**config.mk**
```make
export PLATFORM = sky130hd
export DESIGN_NAME = star_collect_ctrl
export DESIGN_NICKNAME = d
export VERILOG_FILES = /design/src/rtl/star_pkg.sv /design/src/rtl/game_tick_gen.sv /design/src/rtl/star_collect_ctrl.sv
export SDC_FILE = /design/constraint.sdc
export NUM_CORES = 1
export LEC_CHECK = 0
export BUFFER_PORTS_ARGS = -buffer_cell sky130_fd_sc_hd__buf_2
export CELL_PAD_IN_SITES_DETAIL_PLACEMENT = 2
export CELL_PAD_IN_SITES_GLOBAL_PLACEMENT = 2
export CORE_MARGIN = 2
export CORE_UTILIZATION = 40
export CTS_BUF_LIST = sky130_fd_sc_hd__clkbuf_16
export DETAILED_ROUTE_END_ITERATION = 8
export PLACE_DENSITY = 0.82
export SKIP_CTS_REPAIR_TIMING = 1
export SLEW_MARGIN = 20
export SYNTH_ARGS = -nofsm -noshare
export SYNTH_HDL_FRONTEND = slang
export SYNTH_SLANG_ARGS = --single-unit
```
**constraint.sdc**
```tcl
create_clock -name sys_clk -period 7.1 [get_ports sys_clk]
set_input_delay 1.065 -clock sys_clk [delete_from_list [all_inputs] [get_ports sys_clk]]
set_output_delay 1.065 -clock sys_clk [all_outputs]
set_load 0.05 [all_outputs]
```
**src/rtl/star_pkg.sv**
```systemverilog
// Shared types and widths for the star collection / power-up logic.
package star_pkg;

  localparam int SCORE_W = 14;
  localparam int COUNT_W = 4;

  typedef enum logic [1:0] {
    ST_IDLE  = 2'd0,
    ST_POWER = 2'd1,
    ST_WARN  = 2'd2
  } state_e;

endpackage

```
**src/rtl/game_tick_gen.sv**
```systemverilog
// Free-running game-tick prescaler: tick is high while the count sits at TICK_DIV-1.
module game_tick_gen #(
  parameter int TICK_DIV = 833333
) (
  input  logic sys_clk,
  input  logic RST_N,
  input  logic clr,
  output logic tick
);

  localparam int            PW   = (TICK_DIV > 1) ? $clog2(TICK_DIV) : 1;
  localparam logic [PW-1:0] LAST = PW'(TICK_DIV - 1);

  logic [PW-1:0] pres_q;
  logic [PW-1:0] pres_d;

  always_comb begin
    pres_d = pres_q + 1'b1;
    if (clr || (pres_q == LAST)) pres_d = '0;
  end

  always_ff @(posedge sys_clk or negedge RST_N) begin
    if (!RST_N) pres_q <= '0;
    else        pres_q <= pres_d;
  end

  assign tick = (pres_q == LAST);

endmodule

```
**src/rtl/star_collect_ctrl.sv**
```systemverilog
// Edge-detects sticky star touch levels, keeps score / star count, and runs
// the invincibility timer (POWER -> WARN -> IDLE). dbg_* expose the FSM.
module star_collect_ctrl
  import star_pkg::*;
#(
  parameter int NUM_STARS       = 4,
  parameter int POINTS_PER_STAR = 10,
  parameter int SCORE_MAX       = 9999,
  parameter int TICK_DIV        = 833333,
  parameter int POWER_TICKS     = 300,
  parameter int WARN_TICKS      = 90
) (
  input  logic                 sys_clk,
  input  logic                 RST_N,
  input  logic [NUM_STARS-1:0] touch_star,
  input  logic                 game_restart,
  output logic [SCORE_W-1:0]   score,
  output logic [COUNT_W-1:0]   star_count,
  output logic                 collect_pulse,
  output logic                 invincible,
  output logic                 blink,
  output logic                 all_collected,
  output logic [1:0]           dbg_state_o,
  output logic [8:0]           dbg_timer_o
);

  logic [NUM_STARS-1:0] prev_q;
  logic [NUM_STARS-1:0] rise;
  logic [15:0]          k;
  logic                 collect;
  logic                 tick;
  logic [15:0]          score_sum, score_sat, count_sum, count_sat;
  logic [SCORE_W-1:0]   score_q, score_d;
  logic [COUNT_W-1:0]   count_q, count_d;
  logic                 pulse_q, invincible_q, blink_q;
  state_e               state_q, state_d;
  logic [8:0]           timer_q, timer_d, timer_dec;

  game_tick_gen #(.TICK_DIV(TICK_DIV)) u_tick (
    .sys_clk (sys_clk),
    .RST_N   (RST_N),
    .clr     (game_restart),
    .tick    (tick)
  );

  assign rise = touch_star & ~prev_q;

  always_comb begin
    k = '0;
    for (int i = 0; i < NUM_STARS; i++) k = k + 16'(rise[i]);
  end

  assign collect   = (k != 16'd0);
  assign score_sum = 16'(score_q) + k * 16'(POINTS_PER_STAR);
  assign score_sat = (score_sum > 16'(SCORE_MAX)) ? 16'(SCORE_MAX) : score_sum;
  assign score_d   = SCORE_W'(score_sat);
  assign count_sum = 16'(count_q) + k;
  assign count_sat = (count_sum > 16'd15) ? 16'd15 : count_sum;
  assign count_d   = COUNT_W'(count_sat);
  assign timer_dec = timer_q - 9'd1;

  // Restart beats collect, and collect beats any tick/expiry in the same cycle.
  always_comb begin
    state_d = state_q;
    timer_d = timer_q;
    if (game_restart) begin
      state_d = ST_IDLE;
      timer_d = '0;
    end else if (collect) begin
      state_d = ST_POWER;
      timer_d = 9'(POWER_TICKS);
    end else if (tick) begin
      case (state_q)
        ST_POWER: begin
          timer_d = timer_dec;
          if (timer_dec <= 9'(WARN_TICKS)) state_d = ST_WARN;
        end
        ST_WARN: begin
          timer_d = timer_dec;
          if (timer_dec == 9'd0) state_d = ST_IDLE;
        end
        default: ;
      endcase
    end
  end

  always_ff @(posedge sys_clk or negedge RST_N) begin
    if (!RST_N) begin
      prev_q       <= '0;
      score_q      <= '0;
      count_q      <= '0;
      pulse_q      <= 1'b0;
      state_q      <= ST_IDLE;
      timer_q      <= '0;
      invincible_q <= 1'b0;
      blink_q      <= 1'b0;
    end else begin
      prev_q       <= touch_star;
      state_q      <= state_d;
      timer_q      <= timer_d;
      invincible_q <= (state_d != ST_IDLE);
      blink_q      <= (state_d == ST_WARN) & timer_d[2];
      if (game_restart) begin
        score_q <= '0;
        count_q <= '0;
        pulse_q <= 1'b0;
      end else if (collect) begin
        score_q <= score_d;
        count_q <= count_d;
        pulse_q <= 1'b1;
      end else begin
        pulse_q <= 1'b0;
      end
    end
  end

  assign score         = score_q;
  assign star_count    = count_q;
  assign collect_pulse = pulse_q;
  assign invincible    = invincible_q;
  assign blink         = blink_q;
  assign all_collected = (16'(count_q) >= 16'(NUM_STARS));
  assign dbg_state_o   = state_q;
  assign dbg_timer_o   = timer_q;

endmodule
```
Word level (Yosys, flattened, before mapping). Index checks and enable logic that the tools add are counted.

$add $sub $neg: 7. $mul: 1. Magnitude comparators: 4. Equality and inequality tests: 4. Muxes and demuxes: 19. Bitwise operators: 3. Reduce and logical (&&, ||, !) cells: 9.

Operators by type and width (number): 2-to-1 mux 14 bit (3); 2-to-1 mux 9 bit (4); adder 20 x 1 -> 20 bit, second input constant (1); equality test 20 bit, second input constant (1); 2-to-1 mux 20 bit (1); nonzero test 16 bit (1); adder 14 x 8 -> 15 bit (1); greater-than comparator 15 x 14 -> 1 bit, second input constant (1); 2-to-1 mux 4 bit (3); 2-to-1 mux 2 bit (5); <= comparator 9 x 7 -> 1 bit, second input constant (1); zero test 9 bit (1); subtractor 9 x 1 -> 9 bit, second input constant (1); multiplier 4 x 3 -> 7 bit, second input constant (1); nonzero test 3 bit (2); adder 4 x 4 -> 5 bit (1); greater-than comparator 5 x 4 -> 1 bit, second input constant (1); adder 3 x 1 -> 4 bit (1); bitwise AND 4 bit (1); equality test 2 bit, second input constant (2); >= comparator 4 x 3 -> 1 bit, second input constant (1); NOT 4 bit (1); case mux 2 bit (2 select lines) (1); nonzero test 2 bit (2); other kinds (8) (9).

Flip-flop bits (word level): 56. Input bits: 7. Output and inout bits: 33.

Logic depth before layout (Yosys ltp).
Depth in word-level cells: 11. Depth in mapped cells: 18. Mapped depth without buffers: 17.

Modules after synthesis. From an unflattened synthesis, not the netlist that was laid out.

Cell total of the unflattened synthesis: 387. Area, all modules: 3682.3 um^2.

Modules (own cells, without submodules): star_collect_ctrl (instances 1, cells an instance 276, area an instance 2618.8 um^2, sequential area each 900.9 um^2); game_tick_gen (instances 1, cells an instance 111, area an instance 1063.5 um^2, sequential area each 500.5 um^2).

Least setup slack after synthesis. No wires, ideal clock.

Path kind: input to register. Start: input touch_star[0]. End: register score_q[5] (netlist: score[5]). Library setup time: 0.121 ns. Data arrival time: 4.973 ns. Required time: 6.979 ns. Path slack: 2.006 ns. Stages on the path: 17. Buffers on the path: 1. Cell sequence: nand2b_1 fa_1 inv_1 ha_1 ha_1 and2_1 fa_1 ha_1 and3_1 a221oi_4 nor2_2 xnor2_1 o31ai_1 a31oi_4 a31o_1 buf_6 a32o_2.

Word-level cells in the longest chain between the ends: 10. Elaborated cells between the ends (all ways): 12. Those cells by class: 4 x add/sub; 1 x mul; 1 x order compare; 3 x mux; 1 x bitwise; 2 x reduce/logical.

RTL lines: start: declaration (line star_collect_ctrl.sv:15) `input logic [NUM_STARS-1:0] touch_star,`; bitwise AND 4 bit * (line star_collect_ctrl.sv:46) `assign rise = touch_star & ~prev_q;`; adder 1 x 1 -> 2 bit * (line star_collect_ctrl.sv:50) `for (int i = 0; i < NUM_STARS; i++) k = k + 16'(rise[i]);`; adder 2 x 1 -> 3 bit * (line star_collect_ctrl.sv:50); adder 3 x 1 -> 4 bit * (line star_collect_ctrl.sv:50); multiplier 4 x 3 -> 7 bit (line star_collect_ctrl.sv:54) `assign score_sum = 16'(score_q) + k * 16'(POINTS_PER_STAR);`; adder 14 x 8 -> 15 bit (line star_collect_ctrl.sv:54); greater-than comparator 15 x 14 -> 1 bit (line star_collect_ctrl.sv:55) `assign score_sat = (score_sum > 16'(SCORE_MAX)) ? 16'(SCORE_MAX) : score_sum;`; 2-to-1 mux 14 bit (line star_collect_ctrl.sv:55); 2-to-1 mux 14 bit (line star_collect_ctrl.sv:107) `end else if (collect) begin`; 2-to-1 mux 14 bit (line star_collect_ctrl.sv:103) `if (game_restart) begin`; end signal: assignment (line star_collect_ctrl.sv:108) `score_q <= score_d;`; end: declaration (line star_collect_ctrl.sv:33) `logic [SCORE_W-1:0] score_q, score_d;`.

Mark *: on every way between the ends. The rest lies on a longest branch, timed or not. The select of a mux whose other input is x is not followed. A chain may end at the register's enable or synchronous reset.

Worst setup path in the final report.
Start: input touch_star[0]. End: register score_q[6] (netlist: score[6]).

Same word-level chain as after synthesis.

==> impl_metrics.tcl <==
set metrics [dict create \
    clk_pin_slew_ps 70 \
    yosys_most_used_dff "dfrtp_1" \
    htree_levels 2 \
    path_max_fanout 11 \
    die_h_um 97.94 \
    fin_crit_ps 5630 \
    coreArea_um2 8636 \
    port-buffer-count 39 \
    drv_cap 0 \
    fill_cells 963 \
    grt_max_degree 57 \
    via_per_inst 5.706 \
    ys_types 61 \
    timing.slew.headroom_pct 41.11 \
    placedInstanceArea_um2 3795 \
    status "complete, no violations" \
    arrival_ps 5870 \
    die_area_um2 9591 \
    timing.critical_path.buf_inv 2 \
    clk_path_buf_depth 2 \
    dp_hpwl_mm 6.888 \
    routed-via-count 2887 \
    gp_congestion 0.7683 \
    max_freq_mhz 177.6 \
    cts_tree "built" \
    setup_tns_ps 0 \
    antenna_found_initial 0 \
    seq_area_um2 1401 \
    clockRootBuffer "clkbuf_16" \
    setup_viol 0 \
    powerDensity_nw_per_um2 227.6 \
    multi_input_area_um2 1999 \
    ys_ff_latch 56 \
    drv_slew 0 \
    drt-pass1-iter-count 4 \
    overflow 0 \
    regToRegSetupSlack_ps 1880 \
    syn_to_final_growth_pct 11.66 \
    die_w_um 97.94 \
    yosys_warnings 0 \
    initialDrtViolationCount 98 \
    grt_pass1_wl_mm 16.42 \
    nNetsFinal 428 \
    synth-edff-count 0 \
    antenna_cells 0 \
    tightestPinTransition_ps 883.4 \
    crit_chain "buf_2 > nand2b_1 > fa_1 > inv_1 > ha_1 > ha_1 > and2_1 > fa_1 > ha_1 > a21o_1 > a21oi_1 > o22ai_1 > xnor2_1 > a311o_2 > a31oi_4 > a31o_1 > a32o_1" \
    avgSynthCellArea_um2 9.670 \
    crit_path_end_kind "flip-flop" \
    ant_nets 0 \
    hold_violations 0 \
    numCtsBuffers 5 \
    critPathMostFrequentCell "ha_1" \
    clock_skew_ps 7.510 \
    cts_num_sinks 56 \
    syn-num-nets 396 \
    drive_gt1_share_pct 16.33 \
    drc_errors 0 \
    rsz0062_at_grt "no" \
    worstSetupStartpointType "input pin" \
    routed_wl_mm 9.538 \
    fp-row-count 34 \
    cpPeakStageDelay_ps 690 \
    async_reset_ff_share_pct 100.0 \
    wl_per_cell_um 18.85 \
    grt_pass1_vias 3248 \
    critical_path_class "in -> reg" \
    fin_area_um2 3941 \
    ys_seq_area_share_pct 39.70 \
    syn_area_um2 3530 \
    period_share_pct 79.30 \
    critPathTopFamily "compound AO/OA/AOI/OAI gates" \
    leakagePower_nw 1.822 \
    grt_use_total_pct 21.02 \
    cpMaxStageDelayCell "o22ai_1" \
    worst_ir_drop_vdd_mv 0.1104 \
    initial_core_util_pct 40.87 \
    crit_required_ps 7340 \
    insertion_delay_ps 300 \
    hold_class "reg -> reg" \
    ioPinCount 40 \
    synthesis.instances 365 \
]
-- cells in the final DEF, fill, tap and decap left out, types with 3 or more instances in the layout --
cell type  Yosys  layout
a21o_1         3       3
nor3_1        13      12
nor2_1        45      45
and2_1         4       4
o31ai_1        4       4
mux2i_1        5       5
nor4_1         3       3
inv_1         12      12
a31oi_1        4       4
o21ai_0        9       9
nand3_1       17      17
clkbuf_16      0       5
xor2_1        14      14
buf_2          2      39
xnor2_1       21      21
a211oi_2       5       5
ha_1          20      20
a21oi_1       14      14
nand2b_1       4       4
a211oi_1       5       5
fa_1           4       4
nand2_1       20      20
and3_1         9       9
dfrtp_1       56      56
or3_1          6       6
a32o_1         3       3
nand4_1        6       6
nor2b_1        4       4
-- layout make-up --
class / count / share of cell area [%]
multi-input combinational: 280 / 50.73
sequential: 56 / 35.56
timing repair buffer: 41 / 5.333
tap: 108 / 3.429
clock buffer: 5 / 3.175
inverter: 13 / 1.238
clock inverter: 3 / 0.5397
-- cells by family (layout without fill, tap and decap cells) --
logic type | Yosys count | in the layout | synth area share, %
compound gates | 69 | 69 | 15.56
xor+xnor | 35 | 35 | 8.685
fa+ha+maj | 24 | 24 | 9.358
buf+inv | 29 | 62 | 3.793
flops | 56 | 56 | 39.70
mux | 5 | 5 | 1.418
simple gates | 147 | 147 | 21.48
-- state kept, by name, summed over array words and instances (netlist names) --
signal	cells
blink	1
collect_pulse	1
dbg_state_o	2
dbg_timer_o	9
invincible	1
prev_q	4
score	14
star_count	4
u_tick.pres_q	20
-- power by group --
group / total (mW) / leakage, nW / internal, mW / switching [mW]
Sequential: 0.365 / 0.753 / 0.338 / 0.0263
Combinational: 0.279 / 0.999 / 0.0840 / 0.194
Clock: 0.254 / 0.0702 / 0.132 / 0.122
Total: 0.897 / 1.82 / 0.554 / 0.343
-- layer usage --
| metal | track usage, % | vias up | part of all wire, % |
|---|---|---|---|
| met4 | 4.808 | 0 | 0.98 |
| met5 | 0 | - | 0 |
| met1 | 27.50 | 1475 | 46 |
| li1 | - | 1374 | - |
| met3 | 2.577 | 7 | 2.1 |
| met2 | 37.25 | 31 | 51 |
-- cells in the mapped netlist, drive strengths merged (3+ instances only) --
cell | count | share of area (%)
dfrtp | 56 | 40
nor2 | 46 | 5.0
xnor2 | 21 | 5.2
ha | 20 | 7.1
nand2 | 20 | 2.1
nand3 | 17 | 2.4
a21oi | 14 | 2.0
xor2 | 14 | 3.5
nor3 | 13 | 1.8
inv | 12 | 1.3
a211oi | 10 | 2.8
clkbuf | 10 | 1.1
o21ai | 10 | 1.4
and3 | 9 | 1.6
buf | 6 | 1.3
nand4 | 6 | 1.1
or3 | 6 | 1.1
a31oi | 5 | 1.3
a32o | 5 | 1.5
mux2i | 5 | 1.4
and2 | 4 | 0.71
fa | 4 | 2.3
nand2b | 4 | 0.71
nor2b | 4 | 0.71
nor4 | 4 | 0.89
o31ai | 4 | 0.85
a21o | 3 | 0.64
-- stage by stage --
step | worst slack, ps | hold WS (ps) | total power, mW | util [%] | std cells
CTS | 1428 | 529.8 | 0.9088 | 45.64 | 506
global placement | 1432 | 499.0 | 0.6323 | 43.94 | 498
detailed placement | 1150 | 523.3 | 0.6444 | 43.94 | 498
finish | 1470 | 521.8 | 0.8971 | 45.64 | 506
floorplan | 2006 | 468.7 | 0.5708 | - | 365
global route | 1132 | 547.5 | 0.9439 | 45.64 | 506
-- worst register-to-register path: cells and delay by family, from the launching register on --
kind	cells	cell delay, ps
flops	1	370
fa+ha+maj	5	1850
xor+xnor	1	170
compound gates	7	2390
simple gates	2	330
buf+inv	1	50
-- final timing paths --
kind | startpoint | endpoint | cells past startpoint
worst max-delay path | touch_star[0] | score[6] | 17
worst min-delay path | score[0] | score[0] | 1
worst max register to register | prev_q[0] | score[6] | 16
worst min register to register | score[0] | score[0] | 1
max in group asynchronous | RST_N | u_tick.pres_q[14] | 2
min in group asynchronous | RST_N | score[9] | 2
Power figures use the tool's default switching activity.
